### config.mk
export PLATFORM = sky130hd
export DESIGN_NAME = store_narrow_buffer
export DESIGN_NICKNAME = d
export VERILOG_FILES = /design/src/rtl/store_narrow_buffer.sv
export SDC_FILE = /design/constraint.sdc
export NUM_CORES = 1
export LEC_CHECK = 0
export ABC_AREA = 1
export CAP_MARGIN = 15
export CORE_UTILIZATION = 51
export CTS_BUF_LIST = sky130_fd_sc_hd__clkbuf_8
export DETAILED_ROUTE_END_ITERATION = 8
export GPL_TIMING_DRIVEN = 0
export PLACE_DENSITY_LB_ADDON = 0.2
export RECOVER_POWER = 50
export SYNTH_ARGS = -nofsm -noshare
export SYNTH_HDL_FRONTEND = slang
export SYNTH_SLANG_ARGS = --single-unit
### constraint.sdc
create_clock -name clk -period 11.6 [get_ports clk]
set_input_delay 1.16 -clock clk [delete_from_list [all_inputs] [get_ports clk]]
set_output_delay 1.16 -clock clk [all_outputs]
set_load 0.005 [all_outputs]
### src/rtl/store_narrow_buffer.sv
// rtl/store_narrow_buffer.sv - store formatting FIFO (sb/sh/sw -> lane-replicated data + byte enables)
// Optional alignment drop enabled by defining STORE_ALIGN_CHECK_EN.
module store_narrow_buffer #(
  parameter int DEPTH = 4,
  parameter int CNT_W = $clog2(DEPTH) + 1
) (
  input  logic             clk,
  input  logic             reset,
  input  logic             req_valid,
  output logic             req_ready,
  input  logic [31:0]      req_addr,
  input  logic [31:0]      req_data,
  input  logic [1:0]       req_size,
  output logic             mem_valid,
  input  logic             mem_ready,
  output logic [31:0]      mem_addr,
  output logic [31:0]      mem_wdata,
  output logic [3:0]       mem_be,
  output logic [CNT_W-1:0] count,
  output logic             misalign
);

  localparam int PTR_W = $clog2(DEPTH);
  localparam logic [CNT_W-1:0] FULL_CNT = CNT_W'(DEPTH);

  logic [31:0]      addr_mem  [DEPTH];
  logic [31:0]      wdata_mem [DEPTH];
  logic [3:0]       be_mem    [DEPTH];
  logic [PTR_W-1:0] wr_ptr;
  logic [PTR_W-1:0] rd_ptr;
  logic [CNT_W-1:0] occ;

  logic             full;
  logic             empty;
  logic             accept;
  logic             pop;
  logic             push;
  logic             drop;
  logic [31:0]      fmt_wdata;
  logic [3:0]       fmt_be;

  assign full      = (occ == FULL_CNT);
  assign empty     = (occ == '0);
  assign req_ready = !full;
  assign mem_valid = !empty;
  assign count     = occ;

  assign accept = req_valid && !full;
  assign pop    = !empty && mem_ready;
  assign push   = accept && !drop;

  // Data is replicated across lanes so memory only needs the byte enables.
  always_comb begin
    fmt_wdata = req_data;
    fmt_be    = 4'b1111;
    case (req_size)
      2'b00: begin
        fmt_wdata = {4{req_data[7:0]}};
        fmt_be    = 4'b0001 << req_addr[1:0];
      end
      2'b01: begin
        fmt_wdata = {2{req_data[15:0]}};
        fmt_be    = req_addr[1] ? 4'b1100 : 4'b0011;
      end
      default: begin
        fmt_wdata = req_data;
        fmt_be    = 4'b1111;
      end
    endcase
  end

`ifdef STORE_ALIGN_CHECK_EN
  logic misaligned_req;
  logic misalign_q;

  always_comb begin
    misaligned_req = 1'b0;
    case (req_size)
      2'b00:   misaligned_req = 1'b0;
      2'b01:   misaligned_req = req_addr[0];
      default: misaligned_req = |req_addr[1:0];
    endcase
  end

  assign drop = accept && misaligned_req;

  always_ff @(posedge clk or posedge reset) begin
    if (reset) begin
      misalign_q <= 1'b0;
    end else begin
      misalign_q <= drop;
    end
  end

  assign misalign = misalign_q;
`else
  assign drop     = 1'b0;
  assign misalign = 1'b0;
`endif

  // Storage is cleared on reset so the head outputs read as zero immediately.
  always_ff @(posedge clk or posedge reset) begin
    if (reset) begin
      for (int i = 0; i < DEPTH; i++) begin
        addr_mem[i]  <= '0;
        wdata_mem[i] <= '0;
        be_mem[i]    <= '0;
      end
    end else if (push) begin
      addr_mem[wr_ptr]  <= {req_addr[31:2], 2'b00};
      wdata_mem[wr_ptr] <= fmt_wdata;
      be_mem[wr_ptr]    <= fmt_be;
    end
  end

  always_ff @(posedge clk or posedge reset) begin
    if (reset) begin
      wr_ptr <= '0;
      rd_ptr <= '0;
      occ    <= '0;
    end else begin
      if (push) begin
        wr_ptr <= wr_ptr + PTR_W'(1);
      end
      if (pop) begin
        rd_ptr <= rd_ptr + PTR_W'(1);
      end
      case ({push, pop})
        2'b10:   occ <= occ + CNT_W'(1);
        2'b01:   occ <= occ - CNT_W'(1);
        default: occ <= occ;
      endcase
    end
  end

  assign mem_addr  = addr_mem[rd_ptr];
  assign mem_wdata = wdata_mem[rd_ptr];
  assign mem_be    = be_mem[rd_ptr];

endmodule
==> results.md <==
- Status: finished, violations left
- Failing checks: capacitance limit, slew limit
- Placed inst area: 14000 um2
- Antenna viol nets, final: 0
- Min Clock Period, post-route: 4350 ps
- CP startpoint: rd_ptr[0]$_DFFE_PP0P_
- Hold Path Depth: 2
- Area Overhead vs Synth: 22.2%
- Reg2Reg Setup Slack: 9270 ps
- Mapped Cells: 1481
- R2r startpoint: count[1]$_DFFE_PP0P_
- CORE AREA: 23400 um2
- Worst VDD drop: 0.131 mV
- Seq cells post-synth: 271
- Skew-Pair Late Insertion Delay: 580 ps
- Required @ worst endpoint: 10440 ps
- CTS Hold Bufs: 0
- R2R depth: 7
- Final worst path period share: 37.5%
- Skew final: 22.9 ps
- Critical Path Sink Type: output pin
- First-pass GRT wire length: 58.3 mm
- Crit-path cells: buf_2 -> inv_1 -> buf_2 -> clkbuf_1 -> nor2_1 -> o22ai_1 -> clkdlybuf4s50_1
- Number of filler cells placed in the layout: 2086
- Startpoint types: flip-flop
- Final Core Density: 63.4%
- Layout cells sized above 1: 6.04%
- Die area: 24400 um2
- # H-tree levels: 2
- Grt total ovfl: 0
- CTS tree: yes
- CP Buf/Inv Count: 5
- Static leakage power: 7.18 nW
- Routability Congestion: 0.930
- Final hold vios: 0
- Die span in x: 156 um
- Initial Util: 51.9%
- Unrepaired setup endpoints after global routing: no
- WHS Endpoint: wdata_mem[94]$_DFFE_PP0P_
- Critical path class: flip-flop to output pin
- Post-DP HPWL: 24.8 mm
- Total global-route track usage: 31.1%
- Drt first pass iters: 5
- Vias in the first global route: 10800
- Library cells used by synthesis: 23
- Finished Cell Area: 14800 um2
- Resized cells post-CTS: 0
- N_diodes: 0
- Crit path max-delay cell type: clkbuf_1
- # rows: 56
- Root Buffer: clkbuf_8
- Placed cells: 1943
- Worst hold slack: 469 ps
- Initial antenna violation count: 0
- Worst-path clk slew: 50 ps
- Clock Tree Buf Depth: 3
- Yosys warning count: 0
- Die height: 156 um
- I/O pin count: 144
- Post-DR wirelength/cell: 18.3 um
- Min-delay src: wdata_mem[94]$_DFFE_PP0P_
- Reg2reg end: be_mem[6]$_DFFE_PP0P_
- Initial DRC count: 1197
- Largest net degree at the start of global routing: 121
- Post-CTS Setup Inserts: 0
- Total clock buffers created by CTS: 48
- Critical Path Max Stage Delay: 590 ps
- Max cap viols: 1
- Crit-path leading delay family: buffers and inverters
- Multi-input gate area: 4640 um2
- Sequential share of the synthesized area: 55.8%
- Max_slew headroom: -130%
- P per Cell Area: 303 nW/um2
- Finished Layout Cells: 2024
- Nets: 1750
- Crit-path max FO: 10
- Via count: 11300
- Mapped Area: 12100 um2
- Register area: 6780 um2
- Drt via density: 5.57
- Routed WL: 37.0 mm
- Critical Path AT: 3190 ps
- Fmax: 230 MHz
- DRC errors left: 0
- CTS Sinks: 271
- Total power: 4.50 mW
- Most frequent CP cell: buf_2
- Hold WC Path Type: flip-flop to flip-flop
- Final setup vio count: 0
- Post-Syn Area per Cell: 8.20 um2
- Worst-Margin Slew: 3440 ps
- Final Max Tran Viols: 78
- Port Buf Inserts: 139
sequential cells by signal, summed over array words and instances (netlist names):
name	flops
addr_mem	120
be_mem	16
wdata_mem	128
rd_ptr	2
count	3
wr_ptr	2
cell type report:
type	instances	area share, %
flip-flops and latches	271	45.7
multi-input cells	1049	31.3
plain buffers	106	3.01
repair buffers	141	9.74
well taps	319	2.69
clock inverters	24	0.885
clock buffers	57	5.28
inverters	57	1.45
where the power goes:
part	internal (mW)	switching, mW
Combinational	0.870	1.17
Sequential	1.38	0.227
Clock	0.465	0.388
metrics by stage:
step | worst slack [ps] | TNS [ps]
global route | 7010 | 0
detailed placement | 8120 | 0
finish | 7250 | 0
CTS | 7500 | 0
floorplan | 2970 | 0
global placement | -307 | -76620
cell families after synthesis:
group	Yosys count	share of synthesized area (%)
and+or+nand+nor	641	20.3
adders and majority gates	6	0.680
AOI/OAI and AO/OA	394	16.9
buffers and inverters	163	5.83
DFF	271	55.8
xor gates and xnor gates	5	0.361
other	1	0.0309
cell usage in the layout (no fill, tap or decap), types with 3 or more instances in the layout:
master           netlist  routed
nand2_1              479     480
o21ai_0              298     315
dfrtp_1              271     271
nor2_1               136     136
clkdlybuf4s50_1        0     136
inv_1                 56      73
o22ai_1               66      66
clkbuf_1              35      65
clkbuf_8               0      57
buf_2                 56      30
nand3_1               17      21
o21ai_1               30      13
buf_1                  8       8
ha_1                   5       5
xor2_1                 3       3
buf_4                  7       3
conb_1                 1       3
dlygate4sd3_1          0       3
metal layers:
metal	up-vias	global-route usage, %	routed length, um
li1	5214	-	-
met1	5419	44.8	15700
met2	571	47.6	17000
met3	72	5.23	3430
met4	0	10.9	869
met5	-	0	0
cell usage after synthesis:
library cell / number / area, um2
inv_2: 1 / 3.75
buf_2: 56 / 280
fa_1: 1 / 20.0
nand2_2: 1 / 6.26
xor2_1: 3 / 26.3
ha_1: 5 / 62.6
buf_4: 7 / 52.6
nor2_1: 136 / 510
nand3_2: 4 / 40.0
nand2_1: 479 / 1800
clkbuf_1: 35 / 131
o21ai_1: 30 / 150
conb_1: 1 / 3.75
dfrtp_1: 271 / 6780
buf_1: 8 / 30.0
nor2_2: 2 / 12.5
nand3b_1: 1 / 7.51
nand3_1: 17 / 85.1
xnor2_1: 2 / 17.5
o22ai_1: 66 / 413
nand2_4: 1 / 11.3
o21ai_0: 298 / 1490
inv_1: 56 / 210
tightest hold or removal path, cell delays in order, from the launching register on:
cell	delay, ps
dfrtp_1	330
nand2_1	50
nand2_1	50
how the worst max path moves through the flow:
stage / to / cells past startpoint
2_1_floorplan: addr_mem[100]$_DFFE_PP0P_ / 1
3_3_place_gp: wdata_mem[61]$_DFFE_PP0P_ / 2
3_5_place_dp: mem_wdata[21] / 7
4_1_cts: mem_wdata[21] / 7
5_1_grt: wdata_mem[29]$_DFFE_PP0P_ / 4
6_report: mem_wdata[2] / 7
(Power assumes the default switching activity.)
